<file path="src/rtl/wb_obi_bridge.sv">
// Wishbone classic slave to OBI primary bridge. Each Wishbone cycle that hits the
// address window becomes one OBI transaction, and a timeout turns a hung transaction into a Wishbone error.
module wb_obi_bridge #(
    parameter logic [31:0] BASE_ADDR      = 32'h3000_0000,
    parameter logic [31:0] ADDR_MASK      = 32'hFFFF_0000,
    parameter int unsigned TIMEOUT_CYCLES = 1024
) (
    input  logic        clk_i,
    input  logic        rst_i,
    input  logic        wbs_cyc_i,
    input  logic        wbs_stb_i,
    input  logic        wbs_we_i,
    input  logic [3:0]  wbs_sel_i,
    input  logic [31:0] wbs_adr_i,
    input  logic [31:0] wbs_dat_i,
    output logic        wbs_ack_o,
    output logic        wbs_err_o,
    output logic [31:0] wbs_dat_o,
    output logic        obi_req_o,
    input  logic        obi_gnt_i,
    output logic [31:0] obi_addr_o,
    output logic        obi_we_o,
    output logic [3:0]  obi_be_o,
    output logic [31:0] obi_wdata_o,
    input  logic        obi_rvalid_i,
    input  logic [31:0] obi_rdata_i,
    output logic        busy_o
);

    localparam int unsigned CNT_W = (TIMEOUT_CYCLES > 0) ? $clog2(TIMEOUT_CYCLES + 1) : 1;
    localparam logic [CNT_W-1:0] CNT_MAX    = {CNT_W{1'b1}};
    localparam logic [CNT_W-1:0] CNT_THRESH = (TIMEOUT_CYCLES > 0) ? CNT_W'(TIMEOUT_CYCLES - 1) : '0;
    localparam logic [CNT_W-1:0] CNT_ONE    = CNT_W'(1);

    typedef enum logic [2:0] {
        ST_IDLE       = 3'd0,
        ST_REQ        = 3'd1,
        ST_RESP       = 3'd2,
        ST_ACK        = 3'd3,
        ST_DRAIN_REQ  = 3'd4,
        ST_DRAIN_RESP = 3'd5
    } state_t;

    state_t            state_r;
    logic [CNT_W-1:0]  cnt_r;
    logic              abort_r;
    logic              ack_r;
    logic              err_r;
    logic [31:0]       rdata_r;
    logic              req_r;
    logic [31:0]       addr_r;
    logic              we_r;
    logic [3:0]        be_r;
    logic [31:0]       wdata_r;
    logic              busy_r;

    logic              match_s;
    logic              start_s;
    logic              abort_s;
    logic              expired_s;

    // Window decode, abort tracking and timeout threshold detection.
    always_comb begin
        match_s   = ((wbs_adr_i & ADDR_MASK) == BASE_ADDR);
        start_s   = wbs_cyc_i & wbs_stb_i & match_s;
        abort_s   = abort_r | ~wbs_cyc_i;
        expired_s = 1'b0;
        if (TIMEOUT_CYCLES != 0) begin
            expired_s = (cnt_r >= CNT_THRESH);
        end else begin
            expired_s = 1'b0;
        end
    end

    // Bridge FSM with registered Wishbone and OBI outputs.
    always_ff @(posedge clk_i or posedge rst_i) begin
        if (rst_i) begin
            state_r <= ST_IDLE;
            cnt_r   <= '0;
            abort_r <= 1'b0;
            ack_r   <= 1'b0;
            err_r   <= 1'b0;
            rdata_r <= 32'h0000_0000;
            req_r   <= 1'b0;
            addr_r  <= 32'h0000_0000;
            we_r    <= 1'b0;
            be_r    <= 4'h0;
            wdata_r <= 32'h0000_0000;
            busy_r  <= 1'b0;
        end else begin
            ack_r <= 1'b0;
            err_r <= 1'b0;
            case (state_r)
                ST_IDLE: begin
                    if (start_s) begin
                        addr_r  <= wbs_adr_i;
                        we_r    <= wbs_we_i;
                        be_r    <= wbs_sel_i;
                        wdata_r <= wbs_dat_i;
                        // The acceptance cycle counts, so cycle k after acceptance sees a count of k.
                        cnt_r   <= CNT_ONE;
                        abort_r <= 1'b0;
                        req_r   <= 1'b1;
                        busy_r  <= 1'b1;
                        state_r <= ST_REQ;
                    end
                end
                ST_REQ: begin
                    abort_r <= abort_s;
                    if (cnt_r != CNT_MAX) begin
                        cnt_r <= cnt_r + CNT_ONE;
                    end
                    if (obi_gnt_i) begin
                        req_r   <= 1'b0;
                        state_r <= ST_RESP;
                    end else if (expired_s) begin
                        err_r   <= ~abort_s;
                        state_r <= ST_DRAIN_REQ;
                    end
                end
                ST_RESP: begin
                    abort_r <= abort_s;
                    if (cnt_r != CNT_MAX) begin
                        cnt_r <= cnt_r + CNT_ONE;
                    end
                    if (obi_rvalid_i) begin
                        if (!we_r) begin
                            rdata_r <= obi_rdata_i;
                        end
                        ack_r   <= ~abort_s;
                        state_r <= ST_ACK;
                    end else if (expired_s) begin
                        err_r   <= ~abort_s;
                        state_r <= ST_DRAIN_RESP;
                    end
                end
                ST_ACK: begin
                    busy_r  <= 1'b0;
                    state_r <= ST_IDLE;
                end
                ST_DRAIN_REQ: begin
                    if (obi_gnt_i) begin
                        req_r   <= 1'b0;
                        state_r <= ST_DRAIN_RESP;
                    end
                end
                ST_DRAIN_RESP: begin
                    // The late response is swallowed; the Wishbone side already saw an error.
                    if (obi_rvalid_i) begin
                        busy_r  <= 1'b0;
                        state_r <= ST_IDLE;
                    end
                end
                default: begin
                    req_r   <= 1'b0;
                    busy_r  <= 1'b0;
                    state_r <= ST_IDLE;
                end
            endcase
        end
    end

    assign wbs_ack_o   = ack_r;
    assign wbs_err_o   = err_r;
    assign wbs_dat_o   = rdata_r;
    assign obi_req_o   = req_r;
    assign obi_addr_o  = addr_r;
    assign obi_we_o    = we_r;
    assign obi_be_o    = be_r;
    assign obi_wdata_o = wdata_r;
    assign busy_o      = busy_r;

endmodule

</file>
<file path="config.mk">
export PLATFORM = sky130hd
export DESIGN_NAME = wb_obi_bridge
export DESIGN_NICKNAME = d
export VERILOG_FILES = /design/src/rtl/wb_obi_bridge.sv
export SDC_FILE = /design/constraint.sdc
export NUM_CORES = 1
export LEC_CHECK = 0
export CAP_MARGIN = 25
export CORE_AREA = 3 3 111 113
export DETAILED_ROUTE_END_ITERATION = 16
export DIE_AREA = 0 0 114 116
export PLACE_DENSITY = 0.89
export SETUP_SLACK_MARGIN = 0.2
export SKIP_CTS_REPAIR_TIMING = 1
export SYNTH_ARGS = -nofsm -noshare
export SYNTH_HDL_FRONTEND = slang
export SYNTH_SLANG_ARGS = --single-unit
</file>
<file path="constraint.sdc">
create_clock -name clk_i -period 4.85 [get_ports clk_i]
set_input_delay 0.485 -clock clk_i [delete_from_list [all_inputs] [get_ports clk_i]]
set_output_delay 0.485 -clock clk_i [all_outputs]
set_load 0.01 [all_outputs]
</file>
### Yosys cells after proc, flatten, opt, wreduce, memory -nomap -nowiden

Cells that the tools add are included.

| operators by class | value |
|---|---|
| add/subtract/negate cells | 1 |
| mux-type cells | 24 |
| eq/ne operators | 14 |
| reduce and logical (&&, ||, !) cells | 13 |
| $lt $le $gt $ge | 1 |
| bitwise gates (word level) | 8 |

Operators with widths:

| kind | number |
|---|---|
| two-way mux 11 bit | 2 |
| one-hot mux 11 bit (2 select lines) | 1 |
| two-way mux 3 bit | 7 |
| equality test 16 x 14 -> 1 bit (second input constant) | 1 |
| one-hot mux 3 bit (5 select lines) | 1 |
| AND reduction 3 bit | 4 |
| adder 11 x 1 -> 11 bit (second input constant) | 1 |
| greater-or-equal comparator 11 x 10 -> 1 bit (second input constant) | 1 |
| != test 11 bit (second input constant) | 1 |
| two-way mux 1 bit | 9 |
| equality test 3 x 2 -> 1 bit (second input constant) | 2 |
| equality test 3 bit (second input constant) | 2 |
| != test 2 bit (second input constant) | 3 |
| != test 3 bit (second input constant) | 2 |
| one-hot mux 1 bit (3 select lines) | 2 |
| OR reduction 3 bit | 2 |
| NOT 1 bit | 5 |
| AND reduction 5 bit | 1 |
| != test 2 x 1 -> 1 bit (second input constant) | 2 |
| one-hot mux 1 bit (2 select lines) | 2 |
| AND reduction 2 bit | 2 |
| OR reduction 2 bit | 2 |
| equality test 3 x 1 -> 1 bit (second input constant) | 1 |
| zero test 3 bit | 1 |
| other kinds (3) | 4 |

| word-level totals | value |
|---|---|
| output and inout port bits | 105 |
| register bits | 120 |
| word-level logic and storage cells | 73 |
| input bits | 107 |

### Logic depth before layout (Yosys ltp)

| logic depth | value |
|---|---|
| word-level depth | 6 |
| depth in mapped cells | 6 |
| depth with buffers taken out | 6 |

### Worst setup path after synthesis

No wires, ideal clock.

| path | value |
|---|---|
| path kind | register -> register |
| from | reg state_r[2] |
| to | reg addr_r[0] (netlist: obi_addr_o[0]) |
| clock period less this slack | 2,012 ps |
| path slack | 2,838 ps |
| data required time | 4,725 ps |
| path buffers | 2 |
| arrival time | 1,887 ps |
| stages on the path, launching flop included | 6 |
| path through | dfrtp_1 clkbuf_1 or3_1 nor4_4 buf_4 mux2_2 |

| between the ends | value |
|---|---|
| longest elaborated chain between the ends | 2 |

Ends and longest elaborated chain:

| item | line | text |
|---|---|---|
| start, declared | 44 | `state_t state_r;` |
| start signal, assigned | 78 | `state_r <= ST_IDLE;` |
| start signal, assigned | 105 | `state_r <= ST_REQ;` |
| start signal, assigned | 115 | `state_r <= ST_RESP;` |
| zero test 3 bit | 93 | `case (state_r)` |
| AND reduction 2 bit (no source line) | n/a |  |
| end signal, assigned | 96 | `addr_r <= wbs_adr_i;` |
| end, declared | 51 | `logic [31:0] addr_r;` |

Every way passes these cells.
A chain may end at the register's enable or synchronous reset.

### Worst setup path in the final report

| path | value |
|---|---|
| from | reg state_r[2] |
| to | reg wdata_r[9] (netlist: obi_wdata_o[9]) |

| between the ends | value |
|---|---|
| longest elaborated chain between the ends | 2 |

Ends and longest elaborated chain:

| item | line | text |
|---|---|---|
| zero test 3 bit | 93 |  |
| AND reduction 2 bit (no source line) | n/a |  |
| end signal, assigned | 99 | `wdata_r <= wbs_dat_i;` |
| end, declared | 54 | `logic [31:0] wdata_r;` |

Every way passes these cells.

==> flow_summary.json <==
{
  "hold_violations": 0,
  "fmaxAchievable_mhz": 417,
  "antenna_found_initial": 0,
  "cap_violations": 0,
  "status": "complete, no violations",
  "leakagePower_nw": 3.36,
  "slew_violations": 0,
  "synth_xor_xnor_area_share_pct": 1.65,
  "h-tree-depth": 4,
  "fp.dieArea_um2": 13200,
  "placed_area_um2": 7000,
  "final_cell_mix": "clkdlybuf4s50_1, dfrtp_1, mux2_2",
  "ant_nets": 0,
  "criticalPathCategory": "reg -> reg",
  "ys_seq_area_share_pct": 63.0,
  "cts.path.max_buffers": 2,
  "dpl.cell_count": 677,
  "clkPwrFrac_pct": 36.2,
  "clk_latency_ps": 400,
  "rrSetupSlack_ps": 2450,
  "num_rows": 39,
  "crit_buf_inv": 1,
  "setup_tns_ps": 0,
  "final_common_cell": "clkdlybuf4s50_1",
  "die_height_um": 116,
  "nFillCells": 840,
  "grt_start_max_net_pins": 68,
  "hp-class": "reg -> reg",
  "skew_ps": 7.26,
  "min_period_over_period_pct": 49.4,
  "grt_use_total_pct": 18.9,
  "drt_wl_total_um": 12300,
  "first_iter_violations": 144,
  "cpMaxStageDelayCell": "dfrtp_1",
  "dr.pass1.iters": 4,
  "r2r_end": "obi_wdata_o[9]",
  "syn_area_per_cell_um2": 14.2,
  "power_density_nw_per_um2": 451,
  "max-slew-margin-rel_pct": 45.2,
  "layout.nets": 661,
  "ys_ff_latch": 120,
  "pwr-share-comb_pct": 25.1,
  "synth_simple_gate_area_share_pct": 9.00,
  "yosys.area_share.adder_pct": 0.263,
  "pin_count": 212,
  "fin_util_pct": 66.6,
  "drive_above_1_share_pct": 22.6,
  "power.share.sequential_pct": 38.8,
  "worstPathRequired_ps": 5130,
  "syn-num-nets": 443,
  "n_antenna_cell": 0,
  "core_area_um2": 11400,
  "setup_viol": 0,
  "r2r_cells": 4,
  "min_to": "obi_addr_o[29]",
  "grt_pass1_wl_um": 19400,
  "peakVddDrop_mv": 0.295,
  "swShare_pct": 27.5,
  "drc": 0,
  "p_sw_mw": 0.944,
  "hold_depth": 1,
  "syn_inst": 335,
  "start_util_pct": 41.7,
  "gp_congestion": 0.792,
  "fin_crit_ps": 2400,
  "p_int_mw": 2.49,
  "synth_top_family_by_area": "multiplexers",
  "yosysWarnings": 0,
  "cts_tree": "done",
  "fin_area_um2": 7600,
  "post_drt_wl_per_cell_um": 17.3,
  "hp-start": "obi_addr_o[29]",
  "overflow": 0,
  "netlist_area_um2": 4770,
  "first_global_vias": 3829,
  "syn_to_final_growth_pct": 59.5,
  "cpPeakStageDelay_ps": 550,
  "clk_pin_slew_ps": 60,
  "muxShareOfSynthArea_pct": 20.5,
  "numPortBuffers": 211,
  "end_kind": "register",
  "cts_buffers": 17,
  "hpwl_um": 9070,
  "cp_max_fo": 44,
  "die_w_um": 114,
  "clock-root-buffer": "clkbuf_16",
  "worstMarginPinSlew_ps": 822,
  "cp.arrival_ps": 2680,
  "cp-start-kind": "register",
  "synthDistinctLibCells": 44,
  "rsz0062_at_grt": "false",
  "layout.cells.non_filler": 709,
  "cts.sinks": 120,
  "cp_cell_sequence": "or3_1, nor4_4, buf_4, mux2_2",
  "num_vias": 3539,
  "vias_per_cell": 4.99,
  "r2r_start": "state_r[2]",
  "synth_compound_area_share_pct": 3.26,
  "cpLargestDelayFamily": "simple AND/OR/NAND/NOR gates"
}
per-layer routing:
| layer | routed length, µm | GRT usage (%) | vias up | share of wire, % |
|---|---|---|---|---|
| met5 | 0 | 0 | - | 0 |
| met4 | 298 | 9.11 | 0 | 2.4 |
| met3 | 1120 | 7.10 | 23 | 9.1 |
| met2 | 6180 | 31.3 | 174 | 50 |
| met1 | 4670 | 21.7 | 1714 | 38 |
| li1 | - | - | 1628 | - |
cell usage after synthesis, drive strengths merged:
cell type | count | area share (%)
inv | 4 | 0.31
a21boi | 1 | 0.16
and4 | 2 | 0.37
o31ai | 2 | 0.31
clkbuf | 7 | 0.58
nor2b | 14 | 1.8
nor2 | 15 | 1.2
buf | 10 | 1.4
or3 | 2 | 0.26
nand3 | 7 | 0.74
a31oi | 1 | 0.13
nor3b | 1 | 0.16
nor3 | 6 | 0.63
a31o | 1 | 0.18
nor4 | 5 | 0.97
nand2 | 8 | 0.63
o21a | 1 | 0.16
nand3b | 1 | 0.16
o32ai | 1 | 0.18
mux2i | 2 | 0.42
a22o | 1 | 0.18
nand4bb | 1 | 0.24
o22ai | 1 | 0.13
and3b | 1 | 0.18
or4 | 2 | 0.31
a21oi | 7 | 0.74
a41oi | 1 | 0.18
a21o | 1 | 0.16
dfrtp | 120 | 63
nand4 | 2 | 0.26
xor2 | 8 | 1.5
o211ai | 1 | 0.16
ha | 1 | 0.26
xnor2 | 1 | 0.18
o2bb2ai | 1 | 0.18
nor4bb | 2 | 0.42
mux2 | 85 | 20
a32oi | 1 | 0.18
o21ai | 2 | 0.21
or2 | 2 | 0.26
and3 | 3 | 0.39
worst max path at each step:
stage,from,cells after the start,endpoint,slack (ps)
2_1_floorplan,rst_i,1,abort_r,1180
3_3_place_gp,wbs_adr_i[29],6,obi_wdata_o[29],2240
3_5_place_dp,wbs_adr_i[29],6,obi_wdata_o[8],2150
4_1_cts,state_r[2],4,obi_wdata_o[8],2450
5_1_grt,state_r[2],4,obi_wdata_o[14],2360
6_report,state_r[2],4,obi_wdata_o[9],2450
power by group through the flow:
stage / logic [mW] / registers (mW) / clock network (mW)
after CTS: 0.868 / 1.33 / 1.27
after floorplan: 0.394 / 1.36 / 0
final: 0.860 / 1.33 / 1.24
after detailed placement: 0.865 / 1.34 / 0
after global routing: 0.930 / 1.36 / 1.32
after global placement: 0.833 / 1.33 / 0
sequential cells by signal, indices dropped and copies added (netlist names):
signal,flops
obi_addr_o,32
obi_wdata_o,32
wbs_dat_o,32
cnt_r,11
obi_be_o,4
state_r,3
abort_r,1
busy_o,1
obi_req_o,1
obi_we_o,1
wbs_ack_o,1
wbs_err_o,1
final cells by class:
type	instances	area [µm²]	share of cell area (%)
Clock buffer	19	453	5.96
Clock inverter	13	143	1.88
Inverter	4	17.5	0.230
Multi-Input combinational cell	194	1660	21.8
Sequential cell	120	3000	39.5
Tap cell	143	179	2.35
Timing Repair Buffer	216	2150	28.3
cell families after synthesis:
family	Yosys count
AO/OA/AOI/OAI	23
XOR/XNOR	9
AND/OR/NAND/NOR	74
multiplexers	87
flip-flops	120
adder cells (fa/ha/maj)	1
buffers and inverters	21
per-stage QoR:
stage          hold WS (ps)  worst slack [ps]  power (mW)
2_1_floorplan           430              1180        1.76
3_3_place_gp            446              2240        2.16
3_5_place_dp            457              2150        2.21
4_1_cts                 477              2450        3.47
5_1_grt                 491              2360        3.61
6_report                474              2450        3.43
Power figures use the tool's default switching activity.
